### src/rtl/ddr3_rx_lane_align.sv
// DDR3 PHY receive lane training: bit-slip and delay-tap search for word alignment.
// Drives the input IOD slip/delay controls and forwards aligned data once locked.
`timescale 1ns/1ps
module ddr3_rx_lane_align #(
  parameter int RX_WIDTH = 8,
  parameter logic [RX_WIDTH-1:0] PATTERN = 8'b0000_1111,
  parameter int MATCH_COUNT = 16,
  parameter int SLIP_WAIT = 4,
  parameter int MAX_TAPS = 127
) (
  input  logic                FAB_CLK,
  input  logic                ARST_N,
  input  logic                start,
  input  logic [RX_WIDTH-1:0] RX_DATA,
  input  logic                DELAY_LINE_OUT_OF_RANGE,
  output logic                RX_BIT_SLIP,
  output logic                DELAY_LINE_LOAD,
  output logic                DELAY_LINE_MOVE,
  output logic                DELAY_LINE_DIRECTION,
  output logic                busy,
  output logic                locked,
  output logic                fail,
  output logic [2:0]          slip_count,
  output logic [6:0]          tap_count,
  output logic [RX_WIDTH-1:0] data_out,
  output logic                data_valid
);

  typedef enum logic [2:0] {
    IDLE, LOAD, SETTLE, CHECK, SLIP, MOVE, LOCKED, FAIL
  } state_t;

  state_t     state, state_n;
  logic [3:0] wait_q;
  logic [7:0] match_q;
  logic       oor_q;
  logic       hit;
  logic       last_match;
  logic       dead_end;

  assign hit        = (RX_DATA == PATTERN);
  assign last_match = (match_q == 8'(MATCH_COUNT - 1));
  assign dead_end   = (tap_count == 7'(MAX_TAPS)) ||
                      DELAY_LINE_OUT_OF_RANGE;

  always_comb begin
    state_n = state;
    unique case (state)
      IDLE:   if (start) state_n = LOAD;
      LOAD:   state_n = SETTLE;
      SETTLE: if (wait_q == 4'(SLIP_WAIT - 1)) state_n = CHECK;
      CHECK: begin
        if (hit) begin
          if (last_match) state_n = LOCKED;
        end else if (oor_q) begin
          state_n = FAIL;
        end else if (slip_count != 3'd7) begin
          state_n = SLIP;
        end else if (dead_end) begin
          state_n = FAIL;
        end else begin
          state_n = MOVE;
        end
      end
      SLIP:   state_n = SETTLE;
      MOVE:   state_n = SETTLE;
      LOCKED: if (start) state_n = LOAD;
      FAIL:   if (start) state_n = LOAD;
      default: state_n = IDLE;
    endcase
  end

  // Every control output is registered from the next state so pulses are glitch-free.
  always_ff @(posedge FAB_CLK or negedge ARST_N) begin
    if (!ARST_N) begin
      state                <= IDLE;
      RX_BIT_SLIP          <= 1'b0;
      DELAY_LINE_LOAD      <= 1'b0;
      DELAY_LINE_MOVE      <= 1'b0;
      DELAY_LINE_DIRECTION <= 1'b0;
      busy                 <= 1'b0;
      locked               <= 1'b0;
      fail                 <= 1'b0;
      slip_count           <= '0;
      tap_count            <= '0;
      data_out             <= '0;
      data_valid           <= 1'b0;
      wait_q               <= '0;
      match_q              <= '0;
      oor_q                <= 1'b0;
    end else begin
      state                <= state_n;
      RX_BIT_SLIP          <= (state_n == SLIP);
      DELAY_LINE_LOAD      <= (state_n == LOAD);
      DELAY_LINE_MOVE      <= (state_n == MOVE);
      DELAY_LINE_DIRECTION <= (state_n == MOVE);
      busy   <= (state_n == LOAD) || (state_n == SETTLE) ||
                (state_n == CHECK) || (state_n == SLIP) ||
                (state_n == MOVE);
      locked <= (state_n == LOCKED);
      fail   <= (state_n == FAIL);
      wait_q  <= (state == SETTLE) ? wait_q + 4'd1 : 4'd0;
      match_q <= (state == CHECK && hit) ? match_q + 8'd1 : 8'd0;
      if (state_n == LOAD) begin
        slip_count <= '0;
        tap_count  <= '0;
        oor_q      <= 1'b0;
      end else begin
        if (state == SLIP && slip_count != 3'd7)
          slip_count <= slip_count + 3'd1;
        if (state == MOVE) begin
          slip_count <= '0;
          if (tap_count != 7'(MAX_TAPS))
            tap_count <= tap_count + 7'd1;
        end
        if ((state == SETTLE || state == CHECK) &&
            DELAY_LINE_OUT_OF_RANGE)
          oor_q <= 1'b1;
      end
      if (state == LOCKED) data_out <= RX_DATA;
      data_valid <= (state == LOCKED) && (state_n == LOCKED);
    end
  end

endmodule

### config.mk
export PLATFORM = sky130hd
export DESIGN_NAME = ddr3_rx_lane_align
export DESIGN_NICKNAME = d
export VERILOG_FILES = /design/src/rtl/ddr3_rx_lane_align.sv
export SDC_FILE = /design/constraint.sdc
export NUM_CORES = 1
export LEC_CHECK = 0
export ABC_AREA = 0
export CORE_UTILIZATION = 40
export CTS_BUF_LIST = sky130_fd_sc_hd__clkbuf_16
export CTS_CLUSTER_SIZE = 28
export DETAILED_ROUTE_END_ITERATION = 10
export SETUP_SLACK_MARGIN = 0.3
export SYNTH_ARGS = -nofsm -noshare
export SYNTH_HDL_FRONTEND = slang
export SYNTH_SLANG_ARGS = --single-unit
### constraint.sdc
create_clock -name FAB_CLK -period 2.14 [get_ports FAB_CLK]
set_clock_uncertainty 0.05 [all_clocks]
set_input_delay 0.428 -clock FAB_CLK [delete_from_list [all_inputs] [get_ports FAB_CLK]]
set_output_delay 0.428 -clock FAB_CLK [all_outputs]
set_load 0.01 [all_outputs]
# Yosys cells after proc, flatten, opt, wreduce, memory -nomap -nowiden
# Index checks and enable logic that the tools add are counted.
dict set report classes {
  muxes 18
  reduce_logical 18
  eq_ne 20
  addsub 4
}
# op count
set ops {}
lappend ops {{== test 3 bit, second input constant} 8}
lappend ops {{2-to-1 mux 3 bit} 7}
lappend ops {{2-to-1 mux 7 bit} 3}
lappend ops {{== test 8 x 4 -> 1 bit, second input constant} 2}
lappend ops {{== test 3 x 2 -> 1 bit, second input constant} 4}
lappend ops {{one-hot mux 3 bit (4 select lines)} 1}
lappend ops {{adder 8 x 1 -> 8 bit, second input constant} 1}
lappend ops {{2-to-1 mux 8 bit} 1}
lappend ops {{adder 7 x 1 -> 7 bit, second input constant} 1}
lappend ops {{== test 7 bit, second input constant} 1}
lappend ops {{!= test 7 bit, second input constant} 1}
lappend ops {{== test 3 x 1 -> 1 bit, second input constant} 2}
lappend ops {{logical OR 1 bit} 6}
lappend ops {{2-to-1 mux 2 bit} 3}
lappend ops {{nonzero test 2 bit} 3}
lappend ops {{OR reduction 3 bit} 2}
lappend ops {{adder 4 x 1 -> 4 bit, second input constant} 1}
lappend ops {{== test 4 x 2 -> 1 bit, second input constant} 1}
lappend ops {{logical AND 1 bit} 4}
lappend ops {{2-to-1 mux 4 bit} 1}
lappend ops {{adder 3 x 1 -> 3 bit, second input constant} 1}
lappend ops {{logical NOT 3 bit} 1}
lappend ops {{!= test 3 bit, second input constant} 1}
lappend ops {{nonzero test 3 bit} 1}
lappend ops {{2 further kinds} 3}
dict set report totals {
  register_bits 41
  elab_cells 74
  inputBits 12
  output_inout_bits 26
}

# Logic depth before layout (Yosys ltp)
# Gate-level depths: netlist (run 1).
dict set report logic_depth {
  word_depth 12
  mapped_depth 8
  ltp_nobuf 7
}

# Worst setup path before layout (run 1)
# Ideal clock, no wire load.
dict set report synth_timing {
  path_kind {input to register}
  startpoint {input RX_DATA[5]}
  endpoint {register busy}
  stages 5
  required_ns 1.971
  arrival_time_ns 1.838
  setup_time_ns 0.119
  slack_ns 0.133
  path_buffers 0
  path_cell_list {or4_4 > or2_0 > a221oi_2 > nor2_1 > o21a_1}
}
dict set report synth_between {
  elab_chain_cells 8
  elab_cells_between_ends 12
  classes_between {eq/ne: 6; mux: 2; reduce/logical: 4}
}
# element line
set synth_rtl {}
lappend synth_rtl {{start: declaration} 14} ;# input logic [RX_WIDTH-1:0] RX_DATA,
lappend synth_rtl {{== test 8 x 4 -> 1 bit (*)} 41} ;# assign hit = (RX_DATA == PATTERN);
lappend synth_rtl {{2-to-1 mux 3 bit (*)} 53} ;# if (hit) begin
lappend synth_rtl {{one-hot mux 3 bit (4 select lines) (*)} 48} ;# unique case (state)
lappend synth_rtl {{net state_n[0]} 33} ;# state_t state, state_n;
lappend synth_rtl {{== test 3 x 1 -> 1 bit / == test 3 x 2 -> 1 bit (equally long branches)} 97} ;# busy <= (state_n == LOAD) || (state_n == SETTLE) ||
lappend synth_rtl {{logical OR 1 bit (2 in series)} 97}
lappend synth_rtl {{logical OR 1 bit} 98} ;# (state_n == CHECK) || (state_n == SLIP) ||
lappend synth_rtl {{logical OR 1 bit (*)} 98}
lappend synth_rtl {{end signal: assignment} 97}
lappend synth_rtl {{end: declaration} 20} ;# output logic busy,
# The timed path passes the listed nets; every way through them passes the cells marked *.
# A chain may end at the register's enable or synchronous reset.

# Worst setup path after layout (run 1)
dict set report layout_timing {
  startpoint {input RX_DATA[6]}
  endpoint {register slip_count[1]}
}
dict set report layout_between {
  elab_chain_cells 5
  elab_cells_between_ends 6
  classes_between {eq/ne: 2; mux: 3; reduce/logical: 1}
}
# element line
set layout_rtl {}
lappend layout_rtl {{== test 8 x 4 -> 1 bit (*)} 41}
lappend layout_rtl {{2-to-1 mux 3 bit (*)} 53}
lappend layout_rtl {{one-hot mux 3 bit (4 select lines) (*)} 48}
lappend layout_rtl {{== test 3 x 1 -> 1 bit (*)} 104} ;# if (state_n == LOAD) begin
lappend layout_rtl {{nonzero test 3 bit (no line) / 2-to-1 mux 3 bit (equally long branches)} --}
lappend layout_rtl {{end signal: assignment} 110} ;# slip_count <= slip_count + 3'd1;
lappend layout_rtl {{end: declaration} 23} ;# output logic [2:0] slip_count,
# Every way passes the cells marked *; elsewhere a longest branch is shown, timed or not.

==> flow_metrics.tcl, run 1 <==
set metrics [dict create \
    avgSynthCellArea_um2 10.8 \
    ir_drop_v 0.000766 \
    multi_input_area_um2 832 \
    fp-row-count 24 \
    start_util 0.420 \
    syn_to_final_growth_pct 38.7 \
    grt_pass1_vias 1353 \
    route.detailed.drc 0 \
    finalNetCount 241 \
    clock.fmax_mhz 527 \
    viasPerCell 5.21 \
    clkTransAtPathRegs_ns 0.06 \
    rsz0062_at_grt "true" \
    slew_headroom 0.670 \
    busiest_layer "met2" \
    insertion_delay_ns 0.28 \
    yosysWarnings 0 \
    antenna_found_initial 0 \
    cp.required_ns 2.26 \
    drt.antenna.violating_nets 0 \
    num_antenna_cells 0 \
    period_share 0.886 \
    crit_top_cell "buf_6" \
    max_cap_violations 0 \
    reg2reg_depth 6 \
    cts_tree "built" \
    holdWs_ns 0.153 \
    yosysUniqueCellTypes 35 \
    htree_levels 2 \
    final_common_cell "dfrtp_1" \
    grt_overflow_total 0 \
    fillers 374 \
    cts_inserted_buffers 5 \
    period_needed_ns 1.90 \
    cp.buffers_inverters 3 \
    crit_slowest_cell "or4_4" \
    clockBufferDepth 2 \
    place_inst 265 \
    synth-adder-area-share 0.0340 \
    grt_pass1_wl_um 6580 \
    die_x_um 69.9 \
    synthArstFlopShare 1.00 \
    synthSimpleGateAreaFrac 0.198 \
    p_leak_nw 1.13 \
    startpoint "RX_DATA[6]" \
    regArea_um2 1030 \
    synth_cells 171 \
    grt_util_met1 0.247 \
    num_vias 1442 \
    slowest_delay_ns 0.55 \
    cp-end-kind "flop" \
    r2r-start "state[0]" \
    setup_viol 0 \
    dieHeight_um 69.9 \
    crit_fanout 8 \
    path_cells "buf_6 > or4_4 > buf_6 > nor3_4 > a221oi_2 > nor3_1 > buf_4 > and2b_1" \
    met2_usage 0.251 \
    tightest_slew_ns 0.495 \
    cts_root_buffer "clkbuf_16" \
    drive_gt1_frac 0.231 \
    boundaryPins 38 \
    clock_sinks 41 \
    synthFlopType "dfrtp_1" \
    synth_area_um2 1840 \
    start_kind "primary input" \
    r2r-end "tap_count[3]" \
    hpwl_um 2680 \
    synth-compound-area-share 0.0720 \
    hold_class "in -> async" \
    crit_arrival_ns 2.02 \
    grt_max_degree 42 \
    dr.pass1.iters 4 \
    yosys.area_share.xor_xnor 0.0618 \
    r2r_setup_slack_ns 0.29 \
    status "finished, final reports clean" \
    synth_edf_count 0 \
    finalHoldViolCount 0 \
    coreArea_um2 4380 \
    critical_path_class "in -> reg" \
    final_cell_mix "dfrtp_1, clkdlybuf4s50_1, nor2_1" \
    drv_slew 0 \
    detail_route.iter0.violations 75 \
    fp.dieArea_um2 4880 \
    synth_top_family_by_area "simple AND/OR/NAND/NOR gates" \
    final_cell_count_no_fill 277 \
    port_buffers 37 \
    p_per_area_nw_per_um2 1330 \
    met3_usage 0.0534 \
    postCtsHoldBufs 0 \
    synth_mux_area_frac 0.0543 \
    syn_nets 188 \
    place_congestion 0.832 \
    synth_seq_cells 41 \
    cp_top_family "simple AND/OR/NAND/NOR gates" \
    grt_use_total 0.171 \
    yosysSeqAreaShare 0.557 \
    wire_per_inst_um 14.1 \
    wl_um 3910 \
]
[how the worst max path moves through the flow]
stage | slack [ns] | end | cells after the start
after floorplan | 0.13 | busy | 5
after global placement | -0.42 | slip_count[2] | 7
final | 0.24 | slip_count[1] | 8
after global routing | 0.16 | slip_count[2] | 8
after detailed placement | -0.48 | tap_count[1] | 8
after CTS | 0.22 | slip_count[2] | 8
[report_power, final]
group | leakage (nW) | total [mW] | internal [mW] | switching, mW
Combinational | 0.528 | 1.39 | 0.787 | 0.607
Clock | 0.0696 | 0.723 | 0.427 | 0.295
Sequential | 0.533 | 1.29 | 1.03 | 0.259
[stage by stage]
| step | setup slack [ns] | util | total power [mW] | setup TNS [ns] | instance area [um2] |
|---|---|---|---|---|---|
| 2_1_floorplan | 0.133 | - | 1.90 | 0 | 1840 |
| 3_3_place_gp | -0.422 | 0.530 | 2.54 | -6.63 | 2320 |
| 3_5_place_dp | -0.477 | 0.530 | 2.59 | -7.51 | 2320 |
| 4_1_cts | 0.224 | 0.576 | 3.41 | 0 | 2520 |
| 5_1_grt | 0.155 | 0.583 | 3.61 | 0 | 2550 |
| 6_report | 0.243 | 0.583 | 3.41 | 0 | 2550 |
[layout make-up]
type | count | area share
Sequential cell | 41 | 0.402
Inverter | 3 | 0.00441
Clock buffer | 5 | 0.0490
Clock inverter | 3 | 0.00686
Tap cell | 52 | 0.0255
Timing Repair Buffer | 52 | 0.187
Multi-Input combinational cell | 121 | 0.326
[cells in the mapped netlist, types with 3 or more instances]
cell,number,share of area
dfrtp_1,41,0.56
nand4_1,5,0.017
inv_1,3,0.0061
clkbuf_1,4,0.0081
a21oi_1,5,0.014
mux2_2,8,0.049
nand3_1,4,0.011
nand2_1,9,0.018
ha_1,5,0.034
xnor2_1,5,0.024
nor3_1,6,0.016
nor2_1,32,0.065
o21ai_0,6,0.016
xor2_1,8,0.038
[cells by family (layout without fill, tap and decap cells)]
group           Yosys count  count (layout)
fa+ha+maj                 5               5
compound gates           20              20
flops                    41              41
mux                       9               9
simple gates             74              74
xor+xnor                 13              13
buf+inv                   9              63
[state kept, by name (all words and copies together), names as in the netlist, 3 cells and up]
signal,count
slip_count,3
state,3
match_q,8
tap_count,7
wait_q,4
data_out,8
[worst register-to-register path: stages (launching register included)]
cell and delay [ns]:
dfrtp_1 0.51, nand3b_1 0.32, a21oi_1 0.40, nor3_1 0.12, buf_4 0.19, buf_6 0.13, nor2_1 0.07
[timing repair]
| action | CTS | global route |
|---|---|---|
| setup endpoints to repair | 26 | 20 |
| gates resized for setup | 31 | 9 |
| buffers inserted | 3 | 1 |
| pin swaps | 14 | 1 |
[layer usage]
metal	wire length (um)	share of wire
met4	42	0.011
met2	1790	0.46
met5	0	0
met1	1910	0.49
met3	169	0.043
(Power assumes the default switching activity.)
==> run 2, diff against run 1 <==
- CTS_CLUSTER_SIZE: 28 -> 24
==> results of run 2 <==
Same layout as run 1: the final DEF is identical, and so are final timing and power.
